File: src/rtl/fp_cvt_sched.sv
// fp_cvt_sched: shares one combinational fp32-to-int converter among NREQ requesters.
//
// A round-robin arbiter admits at most one conversion per cycle into a
// registered issue stage (S1). S1 drives the shared converter directly. The
// converter result is captured in the same cycle into a 2-entry output FIFO.
// The FIFO returns results on a single tagged response channel.
//
// Ports:
//   clk, rst              clock, synchronous active-high reset
//   req_valid/req_ready   per-requester handshake (ready is one-hot or zero)
//   req_src0/req_src1     per-requester fp32 operand / signed exponent adjust
//   cvt_src0/cvt_src1     operands driven to the shared converter (held when idle)
//   cvt_out               converter result, combinational from cvt_src0/cvt_src1
//   rsp_*                 head-of-FIFO response with id, NaN and range flags
//   sat_count             saturating count of saturated (7fffffff/80000000) results
//   busy                  issue stage or FIFO occupied
module fp_cvt_sched #(
  parameter int NREQ = 4,
  parameter int IDW  = 2,
  parameter int WID  = 32
) (
  input  logic              clk,
  input  logic              rst,
  input  logic [NREQ-1:0]   req_valid,
  output logic [NREQ-1:0]   req_ready,
  input  logic [NREQ*32-1:0] req_src0,
  input  logic [NREQ*6-1:0] req_src1,
  output logic [31:0]       cvt_src0,
  output logic [5:0]        cvt_src1,
  input  logic [31:0]       cvt_out,
  output logic              rsp_valid,
  input  logic              rsp_ready,
  output logic [31:0]       rsp_data,
  output logic [IDW-1:0]    rsp_id,
  output logic              rsp_nan,
  output logic              rsp_range_err,
  output logic [15:0]       sat_count,
  output logic              busy
);

  typedef struct packed {
    logic [31:0]    data;
    logic [IDW-1:0] id;
    logic           nan;
    logic           range_err;
  } fifo_entry_t;

  // Issue stage and arbitration state
  logic           s1_valid;
  logic [31:0]    s1_src0;
  logic [5:0]     s1_src1;
  logic [IDW-1:0] s1_id;
  logic [IDW-1:0] rr_ptr;

  // Output FIFO
  fifo_entry_t fifo_mem [2];
  logic        wr_ptr;
  logic        rd_ptr;
  logic [1:0]  fifo_count;

  logic           pop;
  logic           push;
  logic [2:0]     occ;
  logic           can_issue;
  logic [NREQ-1:0] grant;
  logic [IDW-1:0] grant_id;
  logic           found;
  logic [IDW-1:0] cand;
  logic signed [31:0] hi_bits;
  logic           range_err;
  logic           is_sat;
  fifo_entry_t    wr_entry;

  assign pop  = (fifo_count != 2'd0) && rsp_ready;
  assign push = s1_valid;

  // Occupancy after this cycle's pop; a new grant is only allowed when it
  // cannot overflow the FIFO one cycle later, so S1 never stalls.
  assign occ       = 3'(s1_valid) + 3'(fifo_count) - 3'(pop);
  assign can_issue = (occ < 3'd2);

  // Round-robin search starting just after the last granted requester.
  always_comb begin
    // NOTE: every combinational output gets a default first so no latch is inferred.
    grant    = '0;
    grant_id = '0;
    found    = 1'b0;
    cand     = '0;
    if (can_issue && !rst) begin
      for (int k = 1; k <= NREQ; k++) begin
        cand = IDW'((int'(rr_ptr) + k) % NREQ);
        if (!found && req_valid[cand]) begin
          found       = 1'b1;
          grant[cand] = 1'b1;
          grant_id    = cand;
        end
      end
    end
  end

  assign req_ready = grant;

  // NOTE: sequential state uses non-blocking assignments so all registers update together.
  always_ff @(posedge clk) begin
    if (rst) begin
      s1_valid <= 1'b0;
      s1_src0  <= '0;
      s1_src1  <= '0;
      s1_id    <= '0;
      rr_ptr   <= IDW'(NREQ - 1);
    end else begin
      s1_valid <= found;
      if (found) begin
        s1_src0 <= req_src0[32*grant_id +: 32];
        s1_src1 <= req_src1[6*grant_id +: 6];
        s1_id   <= grant_id;
        rr_ptr  <= grant_id;
      end
    end
  end

  assign cvt_src0 = s1_src0;
  assign cvt_src1 = s1_src1;

  // Result fits a signed WID-bit integer when bits [31:WID-1] are all equal,
  // i.e. the arithmetic shift leaves only sign copies. Always fits for WID=32.
  assign hi_bits   = $signed(cvt_out) >>> (WID - 1);
  assign range_err = (hi_bits != 32'sd0) && (hi_bits != -32'sd1);
  assign is_sat    = (cvt_out == 32'h7fff_ffff) || (cvt_out == 32'h8000_0000);

  assign wr_entry = '{data: cvt_out, id: s1_id,
                      nan: (s1_src0[30:23] == 8'hff), range_err: range_err};

  always_ff @(posedge clk) begin
    if (rst) begin
      wr_ptr     <= 1'b0;
      rd_ptr     <= 1'b0;
      fifo_count <= 2'd0;
      sat_count  <= 16'd0;
    end else begin
      if (push) wr_ptr <= ~wr_ptr;
      if (pop)  rd_ptr <= ~rd_ptr;
      fifo_count <= fifo_count + 2'(push) - 2'(pop);
      if (push && is_sat && (sat_count != 16'hffff))
        sat_count <= sat_count + 16'd1;
    end
  end

  // NOTE: FIFO storage is not reset; the pointers and count alone define which entries are live.
  always_ff @(posedge clk) begin
    if (push) fifo_mem[wr_ptr] <= wr_entry;
  end

  // The admission rule keeps at least one free slot whenever S1 holds a result.
  always_ff @(posedge clk) begin
    if (!rst && s1_valid) assert (fifo_count != 2'd2);
  end

  assign rsp_valid     = (fifo_count != 2'd0);
  assign rsp_data      = fifo_mem[rd_ptr].data;
  assign rsp_id        = fifo_mem[rd_ptr].id;
  assign rsp_nan       = fifo_mem[rd_ptr].nan;
  assign rsp_range_err = fifo_mem[rd_ptr].range_err;
  assign busy          = s1_valid || (fifo_count != 2'd0);

endmodule

File: config.mk
export PLATFORM = sky130hd
export DESIGN_NAME = fp_cvt_sched
export DESIGN_NICKNAME = d
export VERILOG_FILES = /design/src/rtl/fp_cvt_sched.sv
export SDC_FILE = /design/constraint.sdc
export NUM_CORES = 1
export LEC_CHECK = 0
export ABC_CLOCK_PERIOD_IN_PS = 6500
export CORE_UTILIZATION = 46
export CTS_CLUSTER_DIAMETER = 150
export CTS_CLUSTER_SIZE = 10
export DETAILED_ROUTE_END_ITERATION = 7
export PLACE_DENSITY = 0.95
export SLEW_MARGIN = 20
export SYNTH_ARGS = -nofsm -noshare
export SYNTH_HDL_FRONTEND = slang
export SYNTH_SLANG_ARGS = --single-unit
File: constraint.sdc
create_clock -name clk -period 6.5 [get_ports clk]
set_clock_uncertainty 0.05 [all_clocks]
set_input_delay 0.975 -clock clk [delete_from_list [all_inputs] [get_ports clk]]
set_output_delay 0.975 -clock clk [all_outputs]
set_load 0.05 [all_outputs]
==> flow_summary.yaml, run 1 <==
grt:
  grt_overflow: 0
  grt_use_met1_pct: 32.0
  grt_pass1_wl_um: 30600
  use_met3_pct: 9.48
  grt-busiest-layer: "met2"
  gr-usage-met2_pct: 48.6
  grt.total_usage_pct: 28.3
  grt_pass1_vias: 5552
  grt_max_degree: 42
  antenna_found_initial: 3
timing:
  fin_ws_ns: 1.56
  finalCritPeriodShare_pct: 76.0
  slew_viol_final: 0
  period_needed_ns: 4.94
  rsz0062_at_grt: "false"
  finalSetupViolCount: 0
  fmax_ghz: 0.202
  relSlewSlack_pct: 37.1
  tns_ns: 0
  tightestPinTransition_ns: 0.941
  final-hold-violation-count: 0
critical_path:
  cp-start-kind: "flip-flop"
  crit_chain: "inv_2, ha_1, mux4_2, nor4_4, a221oi_1, nor2_1, clkdlybuf4s50_1"
  cpPeakStageDelay_ns: 0.83
  critical_path.max_fanout: 15
  worstPathRequired_ns: 5.47
  worstReg2RegEnd: "cvt_src0[7]"
  critPathSlowestCell: "clkdlybuf4s50_1"
  critPathBufInv: 2
  reg2reg_depth: 10
  timing.rr.start: "rr_ptr[0]"
  cp_top_family: "buffers and inverters"
  crit_start: "rr_ptr[0]"
  crit_type: "flip-flop to primary output"
  reg2reg_slack_ns: 2.75
  cp-end-kind: "primary output"
  critPathArrivalTime_ns: 3.91
  endpoint: "req_ready[2]"
  path_depth: 7
floorplanning:
  start_util_pct: 48.0
  die_h_um: 121
  rows: 42
  die_area_um2: 14500
  die_w_um: 121
  core_area_um2: 13500
  io_pins: 287
pwr:
  p_comb_share_pct: 50.8
  ir_drop_mv: 0.258
  seqPwrFrac_pct: 27.8
  switching_power_mw: 1.91
  power.internal_mw: 2.56
  leakage_nw: 4.02
  power-per-cell-area_nw_per_um2: 447
  p_sw_share_pct: 42.7
  clockPowerShare_pct: 21.4
run_status:
  status: "finished, final reports clean"
place:
  port_buffers: 285
  gp_congestion: 0.881
  pre_cts_ws_ns: 1.57
  place_area_um2: 9390
  post-dp-hpwl_um: 14600
layout:
  final_cell_area_um2: 9990
  multi_input_area_um2: 2830
  area_growth_pct: 54.6
  nets: 1018
  nFillCells: 899
  layout-drive-gt1-share_pct: 10.4
  regArea_um2: 3380
synthesis:
  synth_edf_count: 70
  syn_area_um2: 6460
  syn_nets: 743
  synth_ff_type: "edfxtp_1"
  yosysSeqAreaShare_pct: 52.4
  synthDistinctLibCells: 49
  syn_inst: 540
  synth_seq_cells: 134
  yosysWarnings: 0
  avgSynthCellArea_um2: 12.0
  async_flop_share_pct: 0
route:
  drt-total-wl_um: 20100
  first_iter_violations: 356
  wire_per_inst_um: 20.0
  remaining_drc_errors: 0
  vias_per_cell: 5.48
  vias: 5518
  first_pass_iters: 4
  postRouteAntennaNets: 0
clock_tree:
  post_cts_resized: 0
  ctsHoldBuffers: 0
  clock_latency_ns: 0.41
  clockRootBuffer: "clkbuf_16"
  clk_pin_slew_ns: 0.06
  cts_setup_buffers: 0
  htree_num_levels: 4
  numCtsBuffers: 17
  cts_sinks: 134
  cts_buffer_depth: 2
  cts_tree: "yes"
hold_path:
  min_path_type: "flip-flop to flip-flop"
flow_run:
  maxCapViolCount: 0
[per-stage QoR]
step | hold slack [ns] | total power [mW] | std cells | util [%]
5_1_grt | 0.430 | 4.67 | 1007 | 74.3
6_report | 0.408 | 4.47 | 1007 | 74.3
3_3_place_gp | 0.382 | 3.48 | 972 | 69.8
3_5_place_dp | 0.390 | 3.52 | 972 | 69.8
4_1_cts | 0.403 | 4.49 | 1004 | 74.2
2_1_floorplan | 0.375 | 2.84 | 540 | -
[synthesized netlist by cell type, types with 2 or more instances]
| library cell | count | area [µm²] |
|---|---|---|
| mux2i_1 | 81 | 811 |
| buf_4 | 7 | 52.6 |
| and3_1 | 4 | 25.0 |
| xor2_1 | 8 | 70.1 |
| o221ai_1 | 39 | 342 |
| a21o_1 | 2 | 15.0 |
| clkbuf_1 | 15 | 56.3 |
| mux4_2 | 3 | 67.6 |
| nand2_1 | 48 | 180 |
| nor4_1 | 9 | 56.3 |
| mux2_2 | 36 | 405 |
| buf_12 | 2 | 40.0 |
| buf_2 | 11 | 55.1 |
| ha_1 | 11 | 138 |
| edfxtp_1 | 70 | 2100 |
| or3_1 | 6 | 37.5 |
| nand4_1 | 17 | 106 |
| dfxtp_1 | 64 | 1280 |
| and2_1 | 5 | 31.3 |
| nor2b_1 | 3 | 18.8 |
| a21oi_1 | 11 | 55.1 |
| a221oi_1 | 4 | 35.0 |
| o21ai_1 | 2 | 10.0 |
| xnor2_1 | 4 | 35.0 |
| a22oi_1 | 4 | 30.0 |
| o21ai_0 | 5 | 25.0 |
| nand3_1 | 6 | 30.0 |
| inv_1 | 11 | 41.3 |
| nor2_1 | 32 | 120 |
[cell usage in the layout, fill, tap and decap left out, types with 9 or more instances in the layout]
master	n
clkdlybuf4s50_1	285
mux2i_1	81
edfxtp_1	70
dfxtp_1	64
nand2_1	48
o221ai_1	39
mux2_2	36
nor2_1	30
clkbuf_16	18
nand4_1	17
a21oi_1	11
inv_1	11
ha_1	11
nor4_1	9
[worst min path at each step]
| stage | startpoint | to | slack, ns | cells past startpoint |
|---|---|---|---|---|
| final | s1_id[1] | fifo_mem[1][2] | 0.41 | 0 |
| after global routing | s1_id[0] | fifo_mem[1][1] | 0.43 | 0 |
| after CTS | s1_id[0] | fifo_mem[1][1] | 0.40 | 0 |
| after detailed placement | s1_id[0] | fifo_mem[0][1] | 0.39 | 0 |
| after global placement | s1_id[0] | fifo_mem[0][1] | 0.38 | 0 |
| after floorplan | s1_id[0] | fifo_mem[0][1] | 0.38 | 0 |
[final cells by class]
class / count / area share [%]
Tap cell: 176 / 2.20
Multi-Input combinational cell: 357 / 28.3
Antenna cell: 3 / 0.0752
Clock buffer: 19 / 4.65
Sequential cell: 134 / 33.9
Clock inverter: 13 / 1.30
Inverter: 12 / 0.451
Timing Repair Buffer: 293 / 29.2
[state kept, by name, summed over array words and instances, names as in the netlist, named ones only]
register    count
cvt_src0       32
cvt_src1        6
fifo_count      2
fifo_mem       70
push            1
rd_ptr          1
rr_ptr          2
s1_id           2
sat_count      16
wr_ptr          1
[cells by family (layout without fill, tap and decap cells)]
group / Yosys count / after routing / synth area share (%)
AO/OA/AOI/OAI: 73 / 73 / 8.70
XOR/XNOR: 12 / 12 / 1.63
adder cells (fa/ha/maj): 12 / 12 / 2.44
buffers and inverters: 49 / 337 / 4.20
flip-flops: 134 / 134 / 52.4
multiplexers: 121 / 121 / 20.1
other: 1 / 4 / 0.0581
AND/OR/NAND/NOR: 138 / 138 / 10.5
[metal layers]
| layer | part of all wire [%] | vias to the layer above |
|---|---|---|
| li1 | - | 2615 |
| met1 | 38 | 2636 |
| met2 | 51 | 234 |
| met3 | 8.2 | 33 |
| met4 | 2.8 | 0 |
| met5 | 0 | - |
[power groups by stage]
stage / sequential (mW) / combinational [mW] / clock (mW)
after floorplan: 1.53 / 1.31 / 0
after global placement: 1.24 / 2.24 / 0
after detailed placement: 1.25 / 2.27 / 0
after CTS: 1.24 / 2.28 / 0.970
after global routing: 1.26 / 2.40 / 1.01
final: 1.24 / 2.27 / 0.958
Note: power is estimated with default switching activity, not from simulation.
==> run 2: changes to the inputs <==
Settings changed: ABC_CLOCK_PERIOD_IN_PS 6500 to 4300, CORE_UTILIZATION 46 to 38, PLACE_DENSITY 0.95 to 0.85.
Clock period 6.5 ns to 4.3 ns, I/O delays scaled along.
==> flow_summary.yaml, run 2 (synthesized netlist as in run 1, its figures left out) <==
timing:
  period_needed_ns: 3.96
  tightestPinTransition_ns: 0.951
  rsz0062_at_grt: "false"
  slew_viol_final: 0
  fmax_ghz: 0.252
  hold_slack_ns: 0.411
  final-hold-violation-count: 0
  tns_ns: 0
  relSlewSlack_pct: 36.4
  finalSetupViolCount: 0
  finalCritPeriodShare_pct: 92.2
pwr:
  switching_power_mw: 2.89
  ir_drop_mv: 0.339
  p_comb_share_pct: 51.8
  clockPowerShare_pct: 21.2
  leakage_nw: 4.07
  power.internal_mw: 3.95
  power-per-cell-area_nw_per_um2: 674
  p_sw_share_pct: 42.2
  fin_total_pwr_mw: 6.84
  seqPwrFrac_pct: 27.1
layout:
  fin_cells: 1052
  layout-drive-gt1-share_pct: 11.3
  largest_reg_flops: 70
  nets: 1021
  final_common_cell: "clkdlybuf4s50_1"
  top_register: "fifo_mem"
  area_growth_pct: 57.0
  final_cell_mix: "281 x clkdlybuf4s50_1, 81 x mux2i_1, 70 x edfxtp_1"
critical_path:
  cpPeakStageDelay_ns: 0.60
  crit_start: "rr_ptr[1]"
  timing.rr.start: "rr_ptr[1]"
  critPathArrivalTime_ns: 3.27
  crit_type: "flip-flop to primary output"
  cp-start-kind: "flip-flop"
  critPathSlowestCell: "mux4_2"
  worstPathRequired_ns: 3.61
  critical_path.max_fanout: 9
  cp-end-kind: "primary output"
  crit_chain: "inv_1, ha_1, mux4_2, nor4_4, a221oi_1, nor2_1, buf_12"
clock_tree:
  cts_sinks: 134
  cts_tree: "yes"
  post_cts_resized: 0
  clockRootBuffer: "clkbuf_16"
  cts_setup_buffers: 0
  clk_pin_slew_ns: 0.06
  clock_latency_ns: 0.41
  ctsHoldBuffers: 0
  htree_num_levels: 4
  numCtsBuffers: 17
  cts_buffer_depth: 2
place:
  port_buffers: 285
  post-dp-hpwl_um: 13800
  placed_cells: 1019
  gp_congestion: 0.814
route:
  drt-total-wl_um: 18900
  vias: 5518
  first_iter_violations: 181
  routed-wl-met3_um: 1710
  remaining_drc_errors: 0
  postRouteAntennaNets: 0
  drt-met1-wl_um: 7470
  route.met2.wl_um: 9290
  top_layer_used: "met4"
  vias_per_cell: 5.25
  first_pass_iters: 4
  wire_per_inst_um: 18.0
run_status:
  status: "finished, final reports clean"
floorplanning:
  start_util_pct: 39.0
  die_h_um: 132
  die_w_um: 132
  core_area_um2: 16600
  io_pins: 287
  die_area_um2: 17500
  rows: 47
hold_path:
  min_from: "cvt_src0[4]"
  min_path_type: "flip-flop to flip-flop"
grt:
  grt_max_degree: 41
  grt_overflow: 0
  antenna_found_initial: 1
  grt_pass1_vias: 5679
  grt_pass1_wl_um: 29400
  grt.total_usage_pct: 21.7
flow_run:
  maxCapViolCount: 0
-- run 2: cell type report --
type	count	area (µm²)
diodes	1	2.50
well taps	220	275
multi-input cells	357	2830
fillers	1332	6440
clock inverters	15	169
flip-flops and latches	134	3380
inverters	12	45.0
repair buffers	296	3010
clock buffers	17	425
-- run 2: power by group through the flow --
stage	Clock (mW)	Sequential [mW]	Combinational [mW]
after detailed placement	0	1.87	3.56
final	1.45	1.85	3.54
after global placement	0	1.86	3.50
after global routing	1.54	1.88	3.74
after floorplan	0	2.31	1.98
after CTS	1.48	1.85	3.56
-- run 2: worst paths after layout --
| kind | end | slack (ns) | depth (start not counted) |
|---|---|---|---|
| worst min register to register | cvt_src0[4] | 0.41 | 2 |
| worst max register to register | cvt_src0[31] | 0.69 | 9 |
| worst max-delay path | req_ready[3] | 0.34 | 7 |
| worst min-delay path | cvt_src0[4] | 0.41 | 2 |
-- run 2: stage by stage --
step	worst slack, ns	utilization [%]	instance area [µm²]
2_1_floorplan	0.732	-	6460
3_3_place_gp	0.456	57.6	9540
3_5_place_dp	0.361	57.6	9540
4_1_cts	0.352	61.1	10100
5_1_grt	0.126	61.2	10100
6_report	0.336	61.2	10100
-- run 2: critical path, delay by kind of cell, from the launching register on --
family                   cells  cell delay, ns
flip-flops                   1            0.56
buffers and inverters        2            0.40
adder cells (fa/ha/maj)      1            0.46
AND/OR/NAND/NOR              2            0.70
AO/OA/AOI/OAI                1            0.14
multiplexers                 1            0.60
-- run 2: metal layers --
layer	track usage [%]	vias to the layer above
li1	-	2615
met1	24.7	2608
met2	36.6	266
met3	8.19	29
met4	8.30	0
met5	0	-
